`src/rtl/rob_retire_ctl_if.sv`:
```
// rtl/rob_retire_ctl_if.sv - ROB head slots, register-file write ports and recovery signals of rob_retire_ctl
// master: the retire controller; slave: the ROB / register file / fetch side.
interface rob_retire_ctl_if #(
  parameter int DEPTH        = 16,
  parameter int EXT_COUNT    = 4,
  parameter int DEPTHLOG2    = $clog2(DEPTH),
  parameter int EXTCOUNTLOG2 = $clog2(EXT_COUNT)
);
  logic [EXT_COUNT-1:0]         slot_valid;
  logic [EXT_COUNT-1:0][4:0]    slot_dest_reg;
  logic [EXT_COUNT-1:0]         slot_dest_vld;
  logic [EXT_COUNT-1:0][31:0]   slot_result;
  logic [EXT_COUNT-1:0]         slot_mispred;
  logic [EXT_COUNT-1:0][31:0]   slot_target;
  logic [DEPTHLOG2-1:0]         head_idx;
  logic [EXTCOUNTLOG2-1:0]      retire_limit;

  logic                         consume;
  logic [EXTCOUNTLOG2-1:0]      consume_count;
  logic [EXT_COUNT-1:0]         rf_we;
  logic [EXT_COUNT-1:0][4:0]    rf_waddr;
  logic [EXT_COUNT-1:0][31:0]   rf_wdata;
  logic                         flush;
  logic [DEPTHLOG2-1:0]         flush_idx;
  logic                         redirect_vld;
  logic [31:0]                  redirect_pc;
  logic                         frontend_hold;

  modport master (
    input  slot_valid, slot_dest_reg, slot_dest_vld, slot_result, slot_mispred, slot_target,
           head_idx, retire_limit,
    output consume, consume_count, rf_we, rf_waddr, rf_wdata, flush, flush_idx,
           redirect_vld, redirect_pc, frontend_hold
  );

  modport slave (
    output slot_valid, slot_dest_reg, slot_dest_vld, slot_result, slot_mispred, slot_target,
           head_idx, retire_limit,
    input  consume, consume_count, rf_we, rf_waddr, rf_wdata, flush, flush_idx,
           redirect_vld, redirect_pc, frontend_hold
  );
endinterface

```
`src/rtl/rob_retire_ctl.sv`:
```
// rtl/rob_retire_ctl.sv - ROB commit sequencer: in-order multi-retire plus mispredict recovery
// Optional feature macro RETIRE_PERF_EN: retire and flush counters on perf_retired_o / perf_flushes_o.
module rob_retire_ctl #(
  parameter int DEPTH        = 16,
  parameter int EXT_COUNT    = 4,
  parameter int DEPTHLOG2    = $clog2(DEPTH),
  parameter int EXTCOUNTLOG2 = $clog2(EXT_COUNT)
) (
  input  logic                    clock_i,
  input  logic                    reset_n_i,
  rob_retire_ctl_if.master        bus,
  output logic [31:0]             perf_retired_o,
  output logic [31:0]             perf_flushes_o
);

  localparam int NW = $clog2(EXT_COUNT + 1);

  typedef enum logic [1:0] {RUN, WAIT_BDS, FLUSH} state_e;

  state_e                  state_q, state_d;
  logic [DEPTHLOG2-1:0]    br_idx_q, br_idx_d;
  logic [31:0]             tgt_q, tgt_d;

  logic [NW-1:0]           n;
  logic                    stop;
  logic                    br_found;
  logic                    bds_retired;
  logic [EXTCOUNTLOG2-1:0] br_pos;
  logic [EXTCOUNTLOG2-1:0] limit;
  logic [DEPTHLOG2-1:0]    br_slot_idx;

  logic                    flush_d;
  logic [DEPTHLOG2-1:0]    flush_idx_d;
  logic                    redirect_d;
  logic                    hold_d;
  logic [EXT_COUNT-1:0]    rf_we_d;

  // Retire scan; while waiting for a delay slot only slot 0 may retire and
  // a mispredict flag on it is ignored.
  always_comb begin
    n           = '0;
    stop        = 1'b0;
    br_found    = 1'b0;
    bds_retired = 1'b0;
    br_pos      = '0;
    limit       = (state_q == WAIT_BDS) ? '0 : bus.retire_limit;
    for (int i = 0; i < EXT_COUNT; i++) begin
      if (!stop) begin
        if (state_q != FLUSH && i <= int'(limit) && bus.slot_valid[i]) begin
          n = NW'(i + 1);
          if (br_found) begin
            bds_retired = 1'b1;
            stop        = 1'b1;
          end else if (state_q == RUN && bus.slot_mispred[i]) begin
            br_found = 1'b1;
            br_pos   = EXTCOUNTLOG2'(i);
          end
        end else begin
          stop = 1'b1;
        end
      end
    end
  end

  assign br_slot_idx = bus.head_idx + DEPTHLOG2'(br_pos);

  always_comb begin
    state_d     = state_q;
    br_idx_d    = br_idx_q;
    tgt_d       = tgt_q;
    flush_d     = 1'b0;
    flush_idx_d = '0;
    redirect_d  = 1'b0;
    hold_d      = 1'b0;
    unique case (state_q)
      RUN: begin
        if (br_found) begin
          tgt_d    = bus.slot_target[br_pos];
          br_idx_d = br_slot_idx;
          if (bds_retired) begin
            flush_d     = 1'b1;
            flush_idx_d = br_slot_idx;
            state_d     = FLUSH;
          end else begin
            state_d = WAIT_BDS;
          end
        end
      end
      WAIT_BDS: begin
        hold_d = 1'b1;
        if (bus.slot_valid[0]) begin
          flush_d     = 1'b1;
          flush_idx_d = br_idx_q;
          state_d     = FLUSH;
        end
      end
      FLUSH: begin
        hold_d     = 1'b1;
        redirect_d = 1'b1;
        state_d    = RUN;
      end
      default: state_d = RUN;
    endcase
  end

  always_comb begin
    rf_we_d = '0;
    for (int i = 0; i < EXT_COUNT; i++) begin
      rf_we_d[i] = (i < int'(n)) && bus.slot_dest_vld[i] && (bus.slot_dest_reg[i] != 5'd0);
    end
  end

  // n is already zero in FLUSH, so consume and rf_we drop there without extra gating.
  assign bus.consume       = (n != '0);
  assign bus.consume_count = EXTCOUNTLOG2'(n - 1'b1);
  assign bus.rf_we         = rf_we_d;
  assign bus.rf_waddr      = bus.slot_dest_reg;
  assign bus.rf_wdata      = bus.slot_result;
  assign bus.flush         = flush_d;
  assign bus.flush_idx     = flush_idx_d;
  assign bus.redirect_vld  = redirect_d;
  assign bus.redirect_pc   = tgt_q;
  assign bus.frontend_hold = hold_d;

  always_ff @(posedge clock_i or negedge reset_n_i) begin
    if (!reset_n_i) begin
      state_q  <= RUN;
      br_idx_q <= '0;
      tgt_q    <= '0;
    end else begin
      state_q  <= state_d;
      br_idx_q <= br_idx_d;
      tgt_q    <= tgt_d;
    end
  end

`ifdef RETIRE_PERF_EN
  logic [31:0] perf_retired_q;
  logic [31:0] perf_flushes_q;

  always_ff @(posedge clock_i or negedge reset_n_i) begin
    if (!reset_n_i) begin
      perf_retired_q <= '0;
      perf_flushes_q <= '0;
    end else begin
      if (bus.consume) perf_retired_q <= perf_retired_q + 32'(n);
      if (flush_d)     perf_flushes_q <= perf_flushes_q + 32'd1;
    end
  end

  assign perf_retired_o = perf_retired_q;
  assign perf_flushes_o = perf_flushes_q;
`else
  assign perf_retired_o = '0;
  assign perf_flushes_o = '0;
`endif

endmodule

```
`src/flat_wrapper.sv`:
```
// flat-port wrapper written by rule: the top's interface ports become plain ports
module rob_retire_ctl_flat 
#(
  parameter int DEPTH        = 16,
  parameter int EXT_COUNT    = 4,
  parameter int DEPTHLOG2    = $clog2(DEPTH),
  parameter int EXTCOUNTLOG2 = $clog2(EXT_COUNT)
)
  (clock_i, reset_n_i, perf_retired_o, perf_flushes_o, bus_slot_valid, bus_slot_dest_reg, bus_slot_dest_vld, bus_slot_result, bus_slot_mispred, bus_slot_target, bus_head_idx, bus_retire_limit, bus_consume, bus_consume_count, bus_rf_we, bus_rf_waddr, bus_rf_wdata, bus_flush, bus_flush_idx, bus_redirect_vld, bus_redirect_pc, bus_frontend_hold);
  rob_retire_ctl_if #(.DEPTH(DEPTH), .EXT_COUNT(EXT_COUNT), .DEPTHLOG2(DEPTHLOG2), .EXTCOUNTLOG2(EXTCOUNTLOG2)) bus_i ();
  input  logic clock_i;
  input  logic reset_n_i;
  output logic [31:0] perf_retired_o;
  output logic [31:0] perf_flushes_o;
  input wire logic [$bits(bus_i.slot_valid)-1:0] bus_slot_valid;
  input wire logic [$bits(bus_i.slot_dest_reg)-1:0] bus_slot_dest_reg;
  input wire logic [$bits(bus_i.slot_dest_vld)-1:0] bus_slot_dest_vld;
  input wire logic [$bits(bus_i.slot_result)-1:0] bus_slot_result;
  input wire logic [$bits(bus_i.slot_mispred)-1:0] bus_slot_mispred;
  input wire logic [$bits(bus_i.slot_target)-1:0] bus_slot_target;
  input wire logic [$bits(bus_i.head_idx)-1:0] bus_head_idx;
  input wire logic [$bits(bus_i.retire_limit)-1:0] bus_retire_limit;
  output wire logic [$bits(bus_i.consume)-1:0] bus_consume;
  output wire logic [$bits(bus_i.consume_count)-1:0] bus_consume_count;
  output wire logic [$bits(bus_i.rf_we)-1:0] bus_rf_we;
  output wire logic [$bits(bus_i.rf_waddr)-1:0] bus_rf_waddr;
  output wire logic [$bits(bus_i.rf_wdata)-1:0] bus_rf_wdata;
  output wire logic [$bits(bus_i.flush)-1:0] bus_flush;
  output wire logic [$bits(bus_i.flush_idx)-1:0] bus_flush_idx;
  output wire logic [$bits(bus_i.redirect_vld)-1:0] bus_redirect_vld;
  output wire logic [$bits(bus_i.redirect_pc)-1:0] bus_redirect_pc;
  output wire logic [$bits(bus_i.frontend_hold)-1:0] bus_frontend_hold;
  assign bus_i.slot_valid = bus_slot_valid;
  assign bus_i.slot_dest_reg = bus_slot_dest_reg;
  assign bus_i.slot_dest_vld = bus_slot_dest_vld;
  assign bus_i.slot_result = bus_slot_result;
  assign bus_i.slot_mispred = bus_slot_mispred;
  assign bus_i.slot_target = bus_slot_target;
  assign bus_i.head_idx = bus_head_idx;
  assign bus_i.retire_limit = bus_retire_limit;
  assign bus_consume = bus_i.consume;
  assign bus_consume_count = bus_i.consume_count;
  assign bus_rf_we = bus_i.rf_we;
  assign bus_rf_waddr = bus_i.rf_waddr;
  assign bus_rf_wdata = bus_i.rf_wdata;
  assign bus_flush = bus_i.flush;
  assign bus_flush_idx = bus_i.flush_idx;
  assign bus_redirect_vld = bus_i.redirect_vld;
  assign bus_redirect_pc = bus_i.redirect_pc;
  assign bus_frontend_hold = bus_i.frontend_hold;
  rob_retire_ctl #(.DEPTH(DEPTH), .EXT_COUNT(EXT_COUNT), .DEPTHLOG2(DEPTHLOG2), .EXTCOUNTLOG2(EXTCOUNTLOG2)) u_core (.clock_i(clock_i), .reset_n_i(reset_n_i), .bus(bus_i), .perf_retired_o(perf_retired_o), .perf_flushes_o(perf_flushes_o));
endmodule
```
`config.mk`:
```
export PLATFORM = sky130hd
export DESIGN_NAME = rob_retire_ctl_flat
export DESIGN_NICKNAME = d
export VERILOG_FILES = /design/src/rtl/rob_retire_ctl_if.sv /design/src/rtl/rob_retire_ctl.sv /design/src/flat_wrapper.sv
export SDC_FILE = /design/constraint.sdc
export NUM_CORES = 1
export LEC_CHECK = 0
export BUFFER_PORTS_ARGS = -buffer_cell sky130_fd_sc_hd__clkbuf_2
export CAP_MARGIN = 20
export CORE_AREA = 2 2 213 215
export CTS_BUF_LIST = sky130_fd_sc_hd__clkbuf_4
export DETAILED_ROUTE_END_ITERATION = 7
export DIE_AREA = 0 0 215 217
export GPL_TIMING_DRIVEN = 0
export SKIP_LAST_GASP = 1
export SLEW_MARGIN = 20
export SYNTH_ARGS = -nofsm -noshare
export SYNTH_HDL_FRONTEND = slang
export SYNTH_SLANG_ARGS = --single-unit
```
`constraint.sdc`:
```
create_clock -name clock_i -period 6.05 [get_ports clock_i]
set_input_delay 0.3025 -clock clock_i [delete_from_list [all_inputs] [get_ports clock_i]]
set_output_delay 0.3025 -clock clock_i [all_outputs]
set_load 0.01 [all_outputs]
```
# Yosys cells after proc, flatten, opt, wreduce, memory -nomap -nowiden

Index checks and enable logic that the tools add are counted.

Mux-type cells: 66
$lt $le $gt $ge: 8
Eq/ne operators: 5
Reduce and logical (&&, ||, !) cells: 28
$add $sub $neg: 2

Operator list:

| operator           | count |
|---|---|
| $bmux 32 s2        | 1 |
| $mux 1             | 37 |
| $mux 32            | 1 |
| $mux 2             | 15 |
| $reduce_bool 5->1  | 4 |
| $logic_and 1x1->1  | 19 |
| $mux 3             | 6 |
| $mux 4             | 3 |
| $pmux 4 s2         | 1 |
| $lt 1x3->1 const A | 2 |
| $lt 2x3->1 const A | 2 |
| $add 4x2->4        | 1 |
| $le 2x2->1 const A | 2 |
| $ne 2x2->1 const B | 2 |
| $pmux 2 s2         | 1 |
| $reduce_and 2->1   | 2 |
| $lt 2x3->1 const B | 1 |
| $reduce_bool 3->1  | 1 |
| $eq 2x1->1 const B | 1 |
| $eq 2x2->1 const B | 1 |
| $le 1x2->1 const A | 1 |
| $logic_not 2->1    | 1 |
| $ne 2x1->1 const B | 1 |
| $pmux 1 s2         | 1 |
| 2 further kinds    | 2 |

Bits of input ports: 296
Output and inout port bits: 258
Flip-flop bits (word level): 38

# Longest topological paths before layout

Gate-level depths: netlist of run 1.

Depth after elaboration: 19
Mapped depth: 16
Depth with buffers taken out: 13

# Worst setup path after synthesis of run 1

No wires, ideal clock.

Kind: flip-flop to output port
Start: reg u_core.state_q[0]
End: out bus_flush_idx[1]
Path slack: 2697 ps
Stages on the path, launching flop included: 16
Arrival time: 3050 ps
Cells stage by stage: dfrtp_1 > inv_1 > ha_1 > nand2b_4 > or3_1 > buf_2 > or3_4 > and2_4 > buf_6 > clkinv_8 > buf_6 > ha_1 > inv_1 > fa_1 > inv_1 > a32o_1

Cells in the longest elaborated chain, start to end: 19

RTL lines:

| element                                       | line                                                             | text |
|---|---|---|
| start, declared                               | rob_retire_ctl.sv:20                                             | `state_e state_q, state_d;` |
| start signal, assigned                        | rob_retire_ctl.sv:131                                            | `state_q <= state_d;` |
| $eq 2x1->1 or $logic_not 2->1 (tied branches) | rob_retire_ctl.sv:46, rob_retire_ctl.sv:75, rob_retire_ctl.sv:54 |  |
| $mux 2 or $logic_and 1x1->1 (tied branches)   | rob_retire_ctl.sv:46, rob_retire_ctl.sv:54                       |  |
| $le 1x2->1 or $mux 1 (tied branches)          | rob_retire_ctl.sv:49, rob_retire_ctl.sv:54                       |  |
| $logic_and 1x1->1 or $mux 1 (tied branches)   | rob_retire_ctl.sv:49                                             | `if (state_q != FLUSH && i <= int'(limit) && bus.slot_valid[i]) begin` |
| $logic_and 1x1->1 or $mux 2 (tied branches)   | rob_retire_ctl.sv:49, rob_retire_ctl.sv:51                       |  |
| $mux 2                                        | rob_retire_ctl.sv:49                                             |  |
| $mux 2                                        | rob_retire_ctl.sv:48                                             | `if (!stop) begin` |
| $mux 2                                        | rob_retire_ctl.sv:54                                             | `end else if (state_q == RUN && bus.slot_mispred[i]) begin` |
| (+3 left out)                                 | -                                                                |  |
| $mux 2                                        | rob_retire_ctl.sv:54                                             |  |
| $mux 2                                        | rob_retire_ctl.sv:51                                             | `if (br_found) begin` |
| $mux 2                                        | rob_retire_ctl.sv:49                                             |  |
| $mux 2                                        | rob_retire_ctl.sv:48                                             |  |
| $add 4x2->4                                   | rob_retire_ctl.sv:65                                             | `assign br_slot_idx = bus.head_idx + DEPTHLOG2'(br_pos);` |
| $mux 4                                        | rob_retire_ctl.sv:80                                             | `if (bds_retired) begin` |
| $mux 4                                        | rob_retire_ctl.sv:77                                             | `if (br_found) begin` |
| $pmux 4 s2 (*)                                | rob_retire_ctl.sv:75                                             | `unique case (state_q)` |
| end, declared                                 | flat_wrapper.sv:29                                               | `output wire logic [$bits(bus_i.flush_idx)-1:0] bus_flush_idx;` |

Every way passes the cells marked *; elsewhere a longest branch is shown, timed or not.

# Worst setup path in the final report of run 1

Start: reg u_core.state_q[1]
End: out bus_flush_idx[1]

Same word-level chain as after synthesis.

==> reports/results.ini, run 1 <==
[setup_path]
cp.required_ps = 5750
max_stage_delay_ps = 660
r2r_end = u_core.br_idx_q[2]
reg2reg_from = u_core.state_q[1]
critPathLaunchType = flip-flop
crit_top_cell = inv_1
critPathKind = reg2out
path_cells = inv_1, ha_1, clkbuf_1, nor3_2, nand4_1, and2_4, buf_6, clkinv_8, buf_6, ha_1, inv_1, fa_1, inv_1, a32o_1, clkbuf_2
path_delay_family = simple AND/OR/NAND/NOR gates
cp-end-kind = output pin
crit_buf_inv = 8
cpMaxStageDelayCell = nand4_1
critPathArrivalTime_ps = 4540
crit_end = bus_flush_idx[1]
crit_start = u_core.state_q[1]
worst-r2r-setup-slack_ps = 2050
worst-path-stages = 15
worst-path-max-fanout = 10
r2r_cells = 15

[route]
vias_per_cell = 3.23
ant_nets = 0
wl_per_cell_microns = 14.1
wl_microns = 22100
routed-via-count = 5049
firstDrtPassIters = 6
drc = 0
drt_iter0_markers = 195

[timing]
fmax_ghz = 0.206
finClkSkew_ps = 20.0
worst_pin_slew_ps = 994
hold_viol = 0
slew_violations = 0
rsz0062_at_grt = no
tns_ps = 0
max_slew_margin_pct = 33.7
hold_slack_ps = 140
fin_crit_sh_pct = 80.1
setup_viol = 0
fin_crit_ps = 4840

[final_layout]
final_cell_mix = 359 x clkbuf_2, 214 x buf_4, 64 x conb_1, 56 x a211oi_1, 40 x nor2_1
drive_above_1_share_pct = 63.4
nNetsFinal = 1266
utilization_pct = 16.6
final_cells = 1565
syn_to_final_growth_pct = 65.1
fin_area_sq_um = 7430
final_common_cell = clkbuf_2

[die]
start_util_pct = 10.1
die-width_microns = 215
die_h_microns = 217
die_area_sq_um = 46700
coreArea_sq_um = 44700
rows = 78
ios = 554

[clocking]
clockRootBuffer = clkbuf_4
clk_pin_slew_ps = 160
cts_buffer_depth = 2
clock-sinks = 38
cts_buffers = 5
clkLatencyLatePin_ps = 460
cts_tree = done
cts.htree.levels = 2
cts.repair.resized = 0

[grt]
grt_pass1_vias = 4746
grt_max_degree = 39
globalRouteTotalUtil_pct = 8.80
antenna_found_initial = 5
overflow = 0
grt_pass1_wl_microns = 29700

[placed_design]
dp_cells = 1555
place_area_sq_um = 7320
io_buffers = 360
gp_congestion = 0.790
hpwl_microns = 18700

[min_path]
worstHoldStart = bus_slot_target[52]
hold_class = in2reg

[synth]
syn-cell-area_sq_um = 4500
ys_ff_latch = 38
synth_edf_count = 0
yosys_warnings = 0
synthArstFlopShare_pct = 100
synth_ff_type = dfrtp_1
ys_seq_area_share_pct = 21.1
synthDistinctLibCells = 46
syn_inst = 531
synth.avg_cell_area_sq_um = 8.48

[pwr]
leakagePower_nw = 4.22
vdd_drop_max_uv = 90.0
powerDensity_nw_per_um2 = 222

[run_status]
status = finished clean

[job]
drv_cap = 0

[report_power, final]
part / switching (W) / total [W] / internal (W) / leakage, nW
registers: 0.0000782 / 0.000462 / 0.000384 / 0.449
clock network: 0.000127 / 0.000254 / 0.000127 / 0.0528
logic: 0.000508 / 0.000932 / 0.000424 / 3.72
total: 0.000714 / 0.00165 / 0.000934 / 4.22
[cell type report]
cell class | count | area (sq um)
inverter | 8 | 42.5
multi-input combinational | 310 | 2010
fill | 5104 | 37300
clock inverter | 3 | 63.8
tap | 600 | 751
antenna | 1 | 2.50
buffer | 238 | 1750
sequential | 38 | 951
clock buffer | 5 | 37.5
timing repair buffer | 362 | 1830
[sequential cells by signal (all words and copies together) (netlist names)]
name,flops
u_core.br_idx_q,4
u_core.bus.redirect_pc,32
u_core.state_q,2
[synth_stat cells (all sizes together) (4+ instances only)]
| master | n | area (sq um) |
|---|---|---|
| inv | 7 | 26.3 |
| clkbuf | 13 | 48.8 |
| and3 | 34 | 213 |
| dfrtp | 38 | 951 |
| o21ai | 5 | 28.8 |
| a32o | 4 | 40.0 |
| a21oi | 5 | 25.0 |
| buf | 225 | 1700 |
| a211oi | 65 | 533 |
| nand2 | 17 | 63.8 |
| o22ai | 4 | 25.0 |
| or4 | 4 | 30.0 |
| mux2i | 32 | 320 |
| ha | 6 | 75.1 |
| nor2 | 40 | 150 |
[per-stage QoR]
stage               power (W)  setup slack [ps]
floorplan             0.00101              2700
global placement      0.00140              1530
detailed placement    0.00142              1520
CTS                   0.00170               926
global route          0.00178               724
finish                0.00165              1210
[timing repair]
action	in CTS	in global routing
hold buffers	1	0
setup buffers	0	0
hold endpoints to repair	38	0
[worst min-delay path by stage]
stage                                       to  cells past startpoint
global placement            u_core.br_idx_q[0]                      2
floorplan                   u_core.br_idx_q[0]                      0
finish              u_core.bus.redirect_pc[20]                      3
detailed placement   u_core.bus.redirect_pc[7]                      1
CTS                 u_core.bus.redirect_pc[20]                      3
global route        u_core.bus.redirect_pc[26]                      3
[worst reg2reg max path, cell delays in order, from the launching register on]
cell      delay, ps
dfrtp_1         410
inv_1            70
ha_1            210
clkbuf_1        280
nor3_2          480
nand4_1         660
and2_4          420
buf_6           170
clkinv_8        100
buf_6           170
ha_1            180
inv_1            50
fa_1            370
xnor2_1         220
nand2_1          80
nand2_1          90
[layer usage]
| layer | part of all wire [%] | routed length, microns | track usage, % |
|---|---|---|---|
| met1 | 41 | 9020 | 10.5 |
| met5 | 0.045 | 10 | 0 |
| met3 | 7.4 | 1630 | 2.19 |
| met4 | 2.1 | 456 | 3.49 |
| met2 | 50 | 10900 | 15.2 |
[cell families (layout without fill, tap and decap cells)]
logic type	count (synthesis)	after routing	share of synthesized area, %
xor gates and xnor gates	2	2	0.389
and+or+nand+nor	114	114	13.4
buffers and inverters	246	616	39.9
other	1	65	0.0833
DFF	38	38	21.1
AOI/OAI and AO/OA	91	91	15.9
adders and majority gates	7	7	2.11
muxes	32	32	7.12
Power figures use the tool's default switching activity.
==> inputs of run 2 (changes only) <==
--- a/config.mk
+++ b/config.mk
@@ -5,12 +5,13 @@
 export SDC_FILE = /design/constraint.sdc
 export NUM_CORES = 1
 export LEC_CHECK = 0
+export ABC_AREA = 1
 export BUFFER_PORTS_ARGS = -buffer_cell sky130_fd_sc_hd__clkbuf_2
 export CAP_MARGIN = 20
-export CORE_AREA = 2 2 213 215
+export CORE_AREA = 2 2 217 219
 export CTS_BUF_LIST = sky130_fd_sc_hd__clkbuf_4
 export DETAILED_ROUTE_END_ITERATION = 7
-export DIE_AREA = 0 0 215 217
+export DIE_AREA = 0 0 219 221
 export GPL_TIMING_DRIVEN = 0
 export SKIP_LAST_GASP = 1
 export SLEW_MARGIN = 20
==> constraint.sdc (replaced) <==
create_clock -name clock_i -period 4.6 [get_ports clock_i]
set_input_delay 0.23 -clock clock_i [delete_from_list [all_inputs] [get_ports clock_i]]
set_output_delay 0.23 -clock clock_i [all_outputs]
set_load 0.01 [all_outputs]
==> reports/results.ini, run 2 <==
[run_status]
status = finished clean

[pwr]
switchingPower_w = 0.000941  ; +32%
power_frac_seq_pct = 28.8  ; +0.8 points
internal-power_w = 0.00105  ; +12%
comb_power_share_pct = 60.9  ; +4.3 points
vdd_drop_max_uv = 126  ; +40%
powerDensity_nw_per_um2 = 245  ; +10%
leakagePower_nw = 5.21  ; +23%
switching_share_pct = 47.3  ; +4.0 points
clockPowerShare_pct = 10.3  ; -5.1 points

[setup_path]
critPathKind = reg2out
critPathLaunchType = flip-flop
cp.required_ps = 4370  ; -1380 ps
worst-path-max-fanout = 10  ; unchanged
r2r_cells = 19  ; +4
critPathArrivalTime_ps = 3930  ; -610 ps
cp-end-kind = output pin

[timing]
rsz0062_at_grt = no
tns_ps = 0  ; unchanged
finClkSkew_ps = 17.4  ; -2.61 ps
fin_crit_sh_pct = 90.5
fmax_ghz = 0.240
slew_violations = 0  ; unchanged
setup_viol = 0  ; unchanged
max_slew_margin_pct = 49.4  ; +16 points
worst_pin_slew_ps = 759  ; -235 ps
hold_viol = 0  ; unchanged
fin_crit_ps = 4160

[synth]
synth_ff_type = dfrtp_1
synth_most_common_cell = nand2_1
synth_commonest_cells = 228 x nand2_1, 214 x buf_4, 148 x inv_1
yosys_warnings = 0  ; unchanged
synth_top_area_share_pct = 30.5  ; -5.2 points
syn_inst = 858  ; +62%
synth.area.top_cells = buf_4 30%, dfrtp_1 18%, nand2_1 16%
syn-cell-area_sq_um = 5270  ; +17%
synthDistinctLibCells = 33  ; -28%
synth.avg_cell_area_sq_um = 6.14  ; -28%
synth_edf_count = 0  ; unchanged
ys_ff_latch = 38  ; unchanged
synth.largest_area_cell = buf_4
ys_seq_area_share_pct = 18.0  ; -3.1 points
synthArstFlopShare_pct = 100  ; unchanged

[placed_design]
hpwl_microns = 22500  ; +20%
io_buffers = 360  ; unchanged
gp_congestion = 0.889  ; +13%
dp_cells = 1888  ; +21%

[route]
routed-via-count = 6205  ; +23%
vias_per_cell = 3.27  ; +1.4%
wl_microns = 26900  ; +22%
wl_per_cell_microns = 14.2  ; +0.56%
drt_iter0_markers = 249  ; +28%
drc = 0  ; unchanged
ant_nets = 0  ; unchanged
firstDrtPassIters = 4  ; -2

[clocking]
cts_buffer_depth = 2  ; unchanged
cts_tree = done
clkLatencyLatePin_ps = 450  ; about the same
cts.repair.resized = 0  ; unchanged
clockRootBuffer = clkbuf_4
clk_pin_slew_ps = 130  ; -30 ps
cts_buffers = 5  ; unchanged
post_cts_buffers = 0  ; unchanged
clock-sinks = 38  ; unchanged
cts.htree.levels = 2  ; unchanged

[die]
rows = 79  ; +1.3%
die_area_sq_um = 48400  ; +3.7%
ios = 554  ; unchanged
coreArea_sq_um = 46100  ; +3.1%
start_util_pct = 11.4  ; +1.4 points
die_h_microns = 221  ; +1.8%
die-width_microns = 219  ; +1.9%

[final_layout]
multiInputGateArea_sq_um = 2150  ; +7.3%
final_common_cell = clkbuf_2
drive_above_1_share_pct = 47.9  ; -15 points
nFillCells = 5434  ; +6.5%
final_cells = 1897  ; +21%
syn_to_final_growth_pct = 54.2
nNetsFinal = 1592  ; +26%
regArea_sq_um = 951  ; unchanged
largest_reg_flops = 32  ; unchanged
final_cell_mix = 359 x clkbuf_2, 228 x nand2_1, 214 x buf_4, 148 x inv_1, 136 x nand3_1

[grt]
overflow = 0  ; unchanged
grt_pass1_wl_microns = 36600  ; +23%
antenna_found_initial = 1  ; -4
grt_max_degree = 39  ; unchanged
grt_pass1_vias = 5921  ; +25%
globalRouteTotalUtil_pct = 10.6  ; +1.8 points

[min_path]
hold_class = in2reg
min_path_cells = 3  ; unchanged

[job]
drv_cap = 0  ; unchanged

==> run 2: cell types whose count changed after synthesis, moves of 30 or more <==
cell and change:
mux2i_1 -32, nand2_1 +211, inv_1 +141, nor2_1 -30, a211oi_1 -56, nand3_1 +134
and3_1 -34
==> run 2: worst paths after layout <==
| path | start | to | slack, ps |
|---|---|---|---|
| min in group asynchronous | reset_n_i | u_core.bus.redirect_pc[20] | 390 |
| worst max register to register | u_core.state_q[0] | u_core.br_idx_q[2] | 1220 |
| worst min register to register | u_core.bus.redirect_pc[21] | u_core.bus.redirect_pc[21] | 490 |
| max in group asynchronous | reset_n_i | u_core.bus.redirect_pc[29] | 3730 |
| worst max-delay path | u_core.state_q[0] | bus_flush_idx[2] | 440 |
| worst min-delay path | bus_head_idx[3] | u_core.br_idx_q[3] | 140 |
==> run 2: per-stage QoR <==
stage	cell area [sq um]	setup slack [ps]	total power [W]	hold WS, ps	util [%]
after CTS	8120	227	0.00204	59.4	17.6
after global routing	8130	20.7	0.00218	99.7	17.6
after detailed placement	8070	789	0.00181	344	17.5
after floorplan	5510	1620	0.00128	-65.6	-
final	8130	436	0.00199	139	17.6
after global placement	8070	817	0.00180	462	17.5
==> run 2: power by group through the flow <==
| stage | logic (W) | registers, W | clock network, W |
|---|---|---|---|
| floorplan | 0.000649 | 0.000632 | 0 |
| global placement | 0.00122 | 0.000575 | 0 |
| detailed placement | 0.00123 | 0.000575 | 0 |
| CTS | 0.00123 | 0.000573 | 0.000237 |
| global route | 0.00135 | 0.000593 | 0.000238 |
| finish | 0.00121 | 0.000574 | 0.000204 |
==> run 2: layout make-up <==
class / instances / area share, %
diodes: 2 / 0.0616
plain buffers: 248 / 22.5
clock buffers: 5 / 0.462
clock inverters: 1 / 0.0462
inverters: 152 / 7.08
multi-input cells: 483 / 26.5
flip-flops and latches: 38 / 11.7
well taps: 607 / 9.34
repair buffers: 361 / 22.3
==> run 2: cells by family after synthesis <==
group	Yosys count	synth area share, %
buffers and inverters	400	45.6
AO/OA/AOI/OAI	17	1.80
AND/OR/NAND/NOR	393	32.3
flip-flops	38	18.0
adder cells (fa/ha/maj)	7	1.80
other	1	0.0711
XOR/XNOR	2	0.332
==> run 2: routing by layer <==
| layer | vias up | share of wire [%] | GRT usage [%] |
|---|---|---|---|
| met1 | 2701 | 44 | 13.2 |
| met2 | 317 | 48 | 18.2 |
| met5 | - | 0 | 0 |
| met4 | 0 | 1.5 | 2.70 |
| met3 | 23 | 7.1 | 2.38 |
| li1 | 3164 | - | - |
==> run 2: repair_timing <==
action | in CTS | in global routing
hold buffers | 1 | 0
endpoints found under the setup margin | 0 | 0
hold endpoints to repair | 38 | 0
==> run 2: critical path, cell delays in order, from the launching register on <==
cell and delay (ps):
dfrtp_1 430, inv_1 90, ha_1 220, inv_1 100
nand2_1 120, clkinv_1 160, nand2_1 140, nor2_4 60
nand2_2 70, inv_2 40, nor2_4 110, nand2_1 100
nand2_1 220, buf_6 250, buf_6 200, ha_1 190
inv_1 60, fa_1 370, xor2_1 180, o21ai_0 190
clkbuf_2 170
==> inputs of run 3 (changes only) <==
--- a/config.mk
+++ b/config.mk
@@ -5,13 +5,12 @@
 export SDC_FILE = /design/constraint.sdc
 export NUM_CORES = 1
 export LEC_CHECK = 0
-export ABC_AREA = 1
 export BUFFER_PORTS_ARGS = -buffer_cell sky130_fd_sc_hd__clkbuf_2
 export CAP_MARGIN = 20
-export CORE_AREA = 2 2 217 219
+export CORE_AREA = 2 2 213 215
 export CTS_BUF_LIST = sky130_fd_sc_hd__clkbuf_4
 export DETAILED_ROUTE_END_ITERATION = 7
-export DIE_AREA = 0 0 219 221
+export DIE_AREA = 0 0 215 217
 export GPL_TIMING_DRIVEN = 0
 export SKIP_LAST_GASP = 1
 export SLEW_MARGIN = 20
==> reports/results.ini, run 3 (synthesis gave the netlist of run 1 again) <==
[run_status]
status = finished clean

[grt]
grt_pass1_vias = 4760  ; -20%
antenna_found_initial = 4  ; +3
globalRouteTotalUtil_pct = 8.82  ; -1.8 points
grt_max_degree = 39  ; unchanged
overflow = 0  ; unchanged
grt_pass1_wl_microns = 29800  ; -19%

[die]
die_area_sq_um = 46700  ; -3.6%
die_h_microns = 217  ; -1.8%
coreArea_sq_um = 44700  ; -3.0%
start_util_pct = 10.1  ; -1.4 points
rows = 78  ; -1.3%
die-width_microns = 215  ; -1.8%
ios = 554  ; unchanged

[route]
vias_per_cell = 3.23  ; -1.2%
routed-via-count = 5080  ; -18%
drc = 0  ; unchanged
drt_iter0_markers = 201  ; -19%
wl_per_cell_microns = 14.0  ; -0.88%
ant_nets = 0  ; unchanged
firstDrtPassIters = 4  ; unchanged
wl_microns = 22100  ; -18%

[pwr]
leakagePower_nw = 4.25  ; -18%
vdd_drop_max_uv = 121  ; -4.0%
powerDensity_nw_per_um2 = 290  ; +18%
totalPowerFinal_w = 0.00217  ; +9.3%

[final_layout]
final_cells = 1572  ; -17%
final_cell_mix = 359 x clkbuf_2, 215 x buf_4, 64 x conb_1, 56 x a211oi_1, 40 x nor2_1
final_common_cell = clkbuf_2
nNetsFinal = 1272  ; -20%
nFillCells = 5104  ; -6.1%
syn_to_final_growth_pct = 66.6
largest_reg_flops = 32  ; unchanged
fin_area_sq_um = 7500  ; -7.7%
drive_above_1_share_pct = 63.2  ; +15 points

[placed_design]
dp_cells = 1555  ; -18%
io_buffers = 360  ; unchanged
place_area_sq_um = 7320  ; -9.3%
gp_congestion = 0.790  ; -11%
place_ws_ps = 139  ; -650 ps
hpwl_microns = 18700  ; -17%

[timing]
slew_violations = 0  ; unchanged
finClkSkew_ps = 22.5  ; +5.16 ps
rsz0062_at_grt = no
max_slew_margin_pct = 32.4  ; -17 points
tns_ps = 0  ; unchanged
setup_ws_ps = 296  ; -140 ps
setup_viol = 0  ; unchanged
fin_crit_ps = 4300  ; +140 ps
hold_viol = 0  ; unchanged
fin_crit_sh_pct = 93.6  ; +3.0 points
fmax_ghz = 0.232  ; -3.2%
worst_pin_slew_ps = 1010  ; +254 ps

[clocking]
cts.htree.levels = 2  ; unchanged
cts_buffers = 5  ; unchanged
clk_pin_slew_ps = 180  ; +50 ps
cts_buffer_depth = 2  ; unchanged
clock-sinks = 38  ; unchanged
cts_tree = done
clkLatencyLatePin_ps = 460  ; about the same
clockRootBuffer = clkbuf_4

[setup_path]
critPathKind = reg2out
critPathLaunchType = flip-flop
worst-path-max-fanout = 10  ; unchanged
cp-end-kind = output pin
critPathArrivalTime_ps = 4070  ; +140 ps
cp.required_ps = 4370  ; about the same

[min_path]
hold_class = in2reg

[job]
drv_cap = 0  ; unchanged

run 3: cell types whose count changed in the layout (fill, tap and decap cells not counted), moves of 5 or more:
cell	before	now
buf_2	16	5
o21ai_0	10	3
clkbuf_1	3	13
a211oi_2	0	9
dlygate4sd3_1	1	6
nor2_1	10	40
a211oi_1	0	56
and3_1	0	34
buf_1	5	0
nand3_1	136	2
mux2i_1	0	32
inv_1	148	7
nand2_1	228	17
nand2_2	6	0
run 3: final cells by class:
type / count / area [sq um] / area share (%)
multi-input cells: 310 / 2010 / 26.8
repair buffers: 368 / 1880 / 25.1
plain buffers: 238 / 1750 / 23.4
flip-flops and latches: 38 / 951 / 12.7
well taps: 600 / 751 / 10.0
clock inverters: 3 / 63.8 / 0.851
inverters: 8 / 42.5 / 0.567
clock buffers: 5 / 37.5 / 0.501
diodes: 2 / 5.00 / 0.0667
run 3: path summary, 6_finish.rpt:
check | startpoint | end | slack, ps | cells after the start
hold reg to reg | u_core.br_idx_q[2] | u_core.br_idx_q[2] | 500 | 2
setup reg to reg | u_core.state_q[1] | u_core.bus.redirect_pc[6] | 1010 | 9
hold / removal | bus_slot_target[58] | u_core.bus.redirect_pc[26] | 70 | 3
setup / recovery | u_core.state_q[0] | bus_flush_idx[2] | 300 | 16
max in group asynchronous | reset_n_i | u_core.bus.redirect_pc[23] | 3750 | 2
min in group asynchronous | reset_n_i | u_core.bus.redirect_pc[3] | 360 | 2
run 3: worst max-delay path: stages (launching register included):
cell and delay, ps:
dfrtp_1 380, inv_1 80, ha_1 270, nand2b_4 210, or3_1 300, buf_2 170
or3_4 470, and2_4 170, buf_6 160, clkinv_8 90, buf_6 170, ha_1 180
inv_1 50, fa_1 400, xnor2_2 160, a32o_1 220, clkbuf_2 130
run 3: power by group:
group          switching (W)  leakage, nW  internal (W)
Clock               0.000171       0.0529      0.000167
Combinational       0.000669         3.75      0.000561
Sequential          0.000102        0.449      0.000504
Total               0.000942         4.25       0.00123
run 3: metal layers:
layer / part of all wire, % / vias up / global-route usage (%) / routed length, microns
met2: 50 / 272 / 15.2 / 11000
met5: 0.045 / - / 0 / 10
met1: 41 / 2332 / 10.5 / 9030
li1: - / 2451 / - / -
met3: 7.1 / 23 / 2.19 / 1570
met4: 2.1 / 2 / 3.47 / 458
run 3: metrics by stage:
stage,util (%),hold slack (ps)
floorplan,-,-65.6
global placement,16.3,463
detailed placement,16.4,359
CTS,16.7,0.557
global route,16.8,29.9
finish,16.8,65.3
run 3: what timing repair did:
item / 4_1_cts / 5_1_grt
endpoints found under the hold margin: 42 / 0
setup endpoints to repair: 3 / 1
buffers inserted: 1 / 0
pin swaps: 1 / 0
resized for setup: 0 / 1
hold buffers: 6 / 0
